<file path="src/rtl/if_pkg.sv">
// Shared definitions for the fetch/decode buffer: default sizes, decode field
// positions and the buffered entry layout.
package if_pkg;

    localparam int unsigned AW_DEFAULT    = 8;
    localparam int unsigned DEPTH_DEFAULT = 2;
    localparam int unsigned INSTR_W       = 32;

    localparam int unsigned OPC_LSB = 0;
    localparam int unsigned OPC_W   = 7;
    localparam int unsigned RD_LSB  = 7;
    localparam int unsigned RD_W    = 5;
    localparam int unsigned RS1_LSB = 15;
    localparam int unsigned RS1_W   = 5;
    localparam int unsigned RS2_LSB = 20;
    localparam int unsigned RS2_W   = 5;
    localparam int unsigned IMM_LSB = 20;
    localparam int unsigned IMM_W   = 12;

    typedef struct packed {
        logic [AW_DEFAULT-1:0] pc;
        logic [INSTR_W-1:0]    instr;
    } entry_t;

endpackage

</file>
<file path="src/rtl/field_extract.sv">
// Pure combinational slicing of an instruction word into its decode fields.
module field_extract
    import if_pkg::*;
(
    input  logic [INSTR_W-1:0] instr,
    output logic [OPC_W-1:0]   opcode,
    output logic [RD_W-1:0]    rd,
    output logic [RS1_W-1:0]   rs1,
    output logic [RS2_W-1:0]   rs2,
    output logic [IMM_W-1:0]   imm
);

    // funct3 is not exported by this stage
    logic w_unused_funct3;

    assign opcode          = instr[OPC_LSB +: OPC_W];
    assign rd              = instr[RD_LSB  +: RD_W];
    assign rs1             = instr[RS1_LSB +: RS1_W];
    assign rs2             = instr[RS2_LSB +: RS2_W];
    assign imm             = instr[IMM_LSB +: IMM_W];
    assign w_unused_funct3 = ^instr[14:12];

endmodule

</file>
<file path="src/rtl/if_id_buffer.sv">
// Small FIFO between fetch and decode with flush; head entry is decoded into
// fields and all outputs are zero while the buffer is empty.
module if_id_buffer
    import if_pkg::*;
#(
    parameter int unsigned DEPTH = DEPTH_DEFAULT,
    parameter int unsigned AW    = AW_DEFAULT
) (
    input  logic                     clk,
    input  logic                     rst,
    input  logic                     in_valid,
    output logic                     in_ready,
    input  logic [AW-1:0]            pc_in,
    input  logic [INSTR_W-1:0]       instr_in,
    input  logic                     flush,
    output logic                     out_valid,
    input  logic                     out_ready,
    output logic [AW-1:0]            pc_out,
    output logic [INSTR_W-1:0]       instr_out,
    output logic [OPC_W-1:0]         opcode,
    output logic [RD_W-1:0]          rd,
    output logic [RS1_W-1:0]         rs1,
    output logic [RS2_W-1:0]         rs2,
    output logic [IMM_W-1:0]         imm,
    output logic [$clog2(DEPTH):0]   count
);

    localparam int unsigned PW = $clog2(DEPTH);
    localparam int unsigned CW = PW + 1;

    logic [PW-1:0] r_head;
    logic [PW-1:0] r_tail;
    logic [CW-1:0] r_count;
    entry_t        r_mem [DEPTH];

    logic   w_push;
    logic   w_pop;
    entry_t w_head;

    // Handshakes depend only on registered occupancy; flush cancels both
    assign in_ready  = (r_count < CW'(DEPTH));
    assign out_valid = (r_count != '0);
    assign w_push    = in_valid && in_ready && !flush;
    assign w_pop     = out_valid && out_ready && !flush;

    always_ff @(posedge clk or negedge rst) begin
        if (!rst) begin
            r_head  <= '0;
            r_tail  <= '0;
            r_count <= '0;
        end else if (flush) begin
            r_head  <= '0;
            r_tail  <= '0;
            r_count <= '0;
        end else begin
            if (w_push) r_tail <= r_tail + PW'(1);
            if (w_pop)  r_head <= r_head + PW'(1);
            r_count <= r_count + CW'(w_push) - CW'(w_pop);
        end
    end

    // Entry storage is not reset; the head is masked by out_valid
    always_ff @(posedge clk) begin
        if (w_push) begin
            r_mem[r_tail] <= '{pc: AW_DEFAULT'(pc_in), instr: instr_in};
        end
    end

    assign w_head    = r_mem[r_head];
    assign pc_out    = out_valid ? AW'(w_head.pc) : '0;
    assign instr_out = out_valid ? w_head.instr   : '0;
    assign count     = r_count;

    field_extract u_field_extract (
        .instr  (instr_out),
        .opcode (opcode),
        .rd     (rd),
        .rs1    (rs1),
        .rs2    (rs2),
        .imm    (imm)
    );

endmodule
</file>
<file path="config.mk">
export PLATFORM = sky130hd
export DESIGN_NAME = if_id_buffer
export DESIGN_NICKNAME = d
export VERILOG_FILES = /design/src/rtl/if_pkg.sv /design/src/rtl/field_extract.sv /design/src/rtl/if_id_buffer.sv
export SDC_FILE = /design/constraint.sdc
export NUM_CORES = 1
export LEC_CHECK = 0
export ABC_AREA = 0
export CORE_UTILIZATION = 25
export DETAILED_ROUTE_END_ITERATION = 10
export GPL_ROUTABILITY_DRIVEN = 0
export GPL_TIMING_DRIVEN = 0
export PLACE_DENSITY = 0.56
export REMOVE_ABC_BUFFERS = 1
export SKIP_LAST_GASP = 1
export SLEW_MARGIN = 20
export SYNTH_ARGS = -nofsm -noshare
export SYNTH_HDL_FRONTEND = slang
export SYNTH_SLANG_ARGS = --single-unit
</file>
<file path="constraint.sdc">
create_clock -name clk -period 5.9 [get_ports clk]
set_clock_uncertainty 0.05 [all_clocks]
set_input_delay 0.59 -clock clk [delete_from_list [all_inputs] [get_ports clk]]
set_output_delay 0.59 -clock clk [all_outputs]
set_load 0.01 [all_outputs]
</file>
; Word-level counts from Yosys, hierarchy flattened
; Memories as Yosys holds them, arrays and structs flattened.
; Cells that the tools add are included.
[totals]
memories = 1
regBits = 4
ram_bits = 80
wordCells = 26
[mem_list]
columns = memory, depth, word_bits, read_ports, rd_ports_with_merged_regs, write_ports, line
row1 = r_mem, 2, 40, 1, 0, 1, if_id_buffer.sv:34  ; entry_t r_mem [DEPTH];
[classes]
reduce_logical = 8
addsub = 4
muxes = 9
n_lt_le_gt_ge = 1
[ops]
columns = cell, count
row1 = 32-bit 2-to-1 mux, 1
row2 = 8-bit 2-to-1 mux, 1
row3 = 1-bit 2-to-1 mux, 6
row4 = 2-bit nonzero test, 3
row5 = 1-bit logical AND, 4
row6 = "1-bit adder, second input constant", 2
row7 = 2-bit by 1-bit adder with 2-bit output, 1
row8 = "2-bit less-than comparator, second input constant", 1
row9 = 2-bit 2-to-1 mux, 1
row10 = 2-bit by 1-bit subtractor with 2-bit output, 1
row11 = 1-bit zero test, 1

; Logic depth before layout (Yosys ltp)
[logic_depth]
ltp_word = 6
ltp_mapped = 6
mapped_depth_nobuf = 6

; Modules after synthesis
; Synthesis repeated with hierarchy kept, for this count alone.
[unflattened]
hier_cells = 230
area_unflattened_um2 = 3505.9
[modules_own_cells]
columns = module, area_each_um2, cells_per_inst, instances
row1 = if_id_buffer, 3250.6, 196, 1
row2 = field_extract, 255.2, 34, 1

; Least setup slack after synthesis
; OpenSTA, ideal clock, no wires.
[synth_path]
path_kind = input port to flip-flop
start = in in_valid
end = mem r_mem[0][0] (netlist name), enable pin
n_path_buf = 0
cell_stages = 2
setup_time_ns = 0.496
arrival_time_ns = 3.812
required_time_ns = 5.354
path_slack_ns = 1.542
path_cell_list = nor2b_1 -> nor3b_1
[synth_between]
elab_chain_len = 4
[synth_lines]
columns = item, line
row1 = "start, declared", if_id_buffer.sv:11  ; input logic in_valid,
row2 = 1-bit logical AND (2 in a row), if_id_buffer.sv:43  ; assign w_push = in_valid && in_ready && !flush;
row3 = 1-bit 2-to-1 mux, if_id_buffer.sv:64  ; if (w_push) begin
row4 = 1-bit 2-to-1 mux (not written as such), if_id_buffer.sv:65  ; r_mem[r_tail] <= '{pc: AW_DEFAULT'(pc_in), instr: instr_in};
row5 = "end, declared", if_id_buffer.sv:34
; Every way passes these cells.

; Worst setup path after layout
[layout_path]
start = reg r_head
end = out instr_out[22]
[layout_between]
elab_chain_len = 2
[layout_lines]
columns = item, line
row1 = "start, declared", if_id_buffer.sv:31  ; logic [PW-1:0] r_head;
row2 = "start signal, assigned", if_id_buffer.sv:57  ; if (w_pop) r_head <= r_head + PW'(1);
row3 = memory read 2 x 40 bit, -
row4 = 32-bit 2-to-1 mux, if_id_buffer.sv:71  ; assign instr_out = out_valid ? w_head.instr : '0;
row5 = "end, declared", if_id_buffer.sv:19  ; output logic [INSTR_W-1:0] instr_out,
; Every way passes these cells.

==> flow_summary.ini <==
[sta]
slew_violations = 0
setup_ws_ns = 3.064
setup_viol = 0
tightest_slew_ns = 0.5746
rsz0062_at_grt = false
fin_setup_tns_ns = 0
layout_min_cycle_time_ns = 2.836
fin_crit_sh = 0.4808
slew_headroom = 0.6153
timing.fmax_mhz = 352.6
hold_viol_final = 0

[placed_design]
pre_cts_slack_ns = 3.154
numPlacedInstances = 493
io_buffers = 122
dp_hpwl_um = 4999

[grt]
antenna_found_initial = 0
grt_max_degree = 29
track_usage = 0.1033
grt_pass1_wl_um = 11010
grt.overflow.total = 0
first_global_vias = 2108

[routing]
drt_iter0_drc = 66
num_vias = 2079
routedWlPerCell_um = 14.08
ant_nets = 0
drc_errors = 0
vias_per_cell = 4.084
firstDrtPassIters = 4
drt_wl_total_um = 7168

[layout]
layout.cells.most_common_list = clkdlybuf4s50_1 (122), edfxtp_1 (80), nor2_1 (42), mux2i_1 (40), clkbuf_16 (9)
stdcell_count = 509
drive_gt1_frac = 0.07808
final_common_cell = clkdlybuf4s50_1
nets = 374
antenna-diode-count = 0
area_growth_pct = 44.11

[pwr]
power.leakage_nw = 1.658
ir_worst_vdd_mv = 0.1118
power_mw = 1.529
p_per_area_nw_per_um2 = 302.6

[die]
fp.dieW_um = 120.4
die_y_um = 120.4
core_um2 = 13450
ioPinCount = 123
initial_core_util = 0.2606
die_area_um2 = 14500
num_rows = 42

[synth]
synth_area_leader_cell = edfxtp_1
netlist_instances = 230
netlist.area_leader.share = 0.6852
yosysWarnings = 0
ys_ff_latch = 84
synthTopCellsByArea = edfxtp_1 (69%), mux2i_1 (11%), buf_4 (8.1%), nor2_1 (4.6%), dfrtp_1 (2.9%)
synth_cell_types = 19
synth_area_um2 = 3506
synth-seq-area-share = 0.7138
syn_area_per_cell_um2 = 15.24

[clocking]
h-tree-depth = 3
cts.sinks = 84
cts_made_buffers = 9
clock_latency_ns = 0.34
cts_tree = done
cts_resized = 0
root_buffer = clkbuf_16
hold_buffers = 0
max-clock-path-buffers = 2
clkTransAtPathRegs_ns = 0.06
cts_setup_buffers = 0

[worst_setup_path]
startpoint_type = flop
worstPathArrival_ns = 2.20
required_ns = 5.26
crit_path_end_kind = primary output
crit_type = reg2out
path_max_fanout = 21

[min_path]
hold_path.class = in2async

[flow_run]
drv_cap = 0

[run_status]
run_status = finished clean
[cell type report]
| class | instances | area, um^2 |
|---|---|---|
| fill | 1307 | 8401 |
| sequential | 84 | 2506 |
| timing repair buffer | 130 | 1326 |
| multi-input combinational | 101 | 699.4 |
| clock buffer | 9 | 225.2 |
| tap | 176 | 220.2 |
| clock inverter | 7 | 67.56 |
| inverter | 2 | 7.507 |
[per-layer routing]
layer  share of wire  wire length, um  up-vias  global-route usage
met2            0.50             3567       74              0.1724
met1            0.41             2959     1011              0.1162
met5               0                0        -                   0
met3           0.067              482       10             0.03349
met4           0.022              160        0             0.05787
li1                -                -      984                   -
[cells by family (layout without fill, tap and decap cells)]
logic type	Yosys count	in the layout	share of synthesized area
mux	40	40	0.1142
simple gates	54	54	0.06638
flops	84	84	0.7138
fa+ha+maj	1	1	0.003568
buf+inv	45	148	0.09065
compound gates	4	4	0.006424
xor+xnor	2	2	0.004997
[metrics by stage]
stage / utilization / hold WS [ns] / cell area, um^2
after detailed placement: 0.3538 / 0.5468 / 4760
after floorplan: - / 0.2444 / 3196
after CTS: 0.3756 / 0.3925 / 5052
final: 0.3756 / 0.4005 / 5052
after global placement: 0.3447 / 0.4925 / 4637
after global routing: 0.3756 / 0.4035 / 5052
[sequential cells by signal, summed over array words and instances, names as in the netlist]
register  cells
count         2
r_tail        1
r_head        1
r_mem        80
[cell usage after synthesis]
library cell and count:
xor2_1 1, buf_4 38, a21oi_1 1, inv_1 2, dfrtp_1 4, edfxtp_1 80, o21ai_0 2, nor3b_1 1
nor2_1 43, nor2b_1 4, ha_1 1, and3b_1 1, and4bb_1 1, o21a_1 1, xnor2_1 1, buf_2 5
nor3_1 2, nand2_1 2, mux2i_1 40
[final timing paths]
| path | end | slack, ns | startpoint | cells past startpoint |
|---|---|---|---|---|
| worst max-delay path | instr_out[22] | 3.06 | r_head | 4 |
| worst min-delay path | count[1] | 0.40 | rst | 1 |
| worst max register to register | r_mem[0][1] | 3.79 | count[1] | 4 |
| worst min register to register | r_tail | 0.55 | r_tail | 2 |
| max in group asynchronous | r_head | 5.21 | rst | 1 |
| min in group clk | r_tail | 0.55 | r_tail | 2 |
[power breakdown]
group	switching [mW]	leakage (nW)	internal, mW
registers	0.0170	0.786	0.684
clock network	0.222	0.140	0.325
logic	0.121	0.732	0.159
[critical path, cell delays in order, from the launching register on]
cell             delay (ns)
dfrtp_4                0.69
buf_12                 0.26
mux2i_1                0.11
nor2_1                 0.20
clkdlybuf4s50_1        0.59
(Power assumes the default switching activity.)
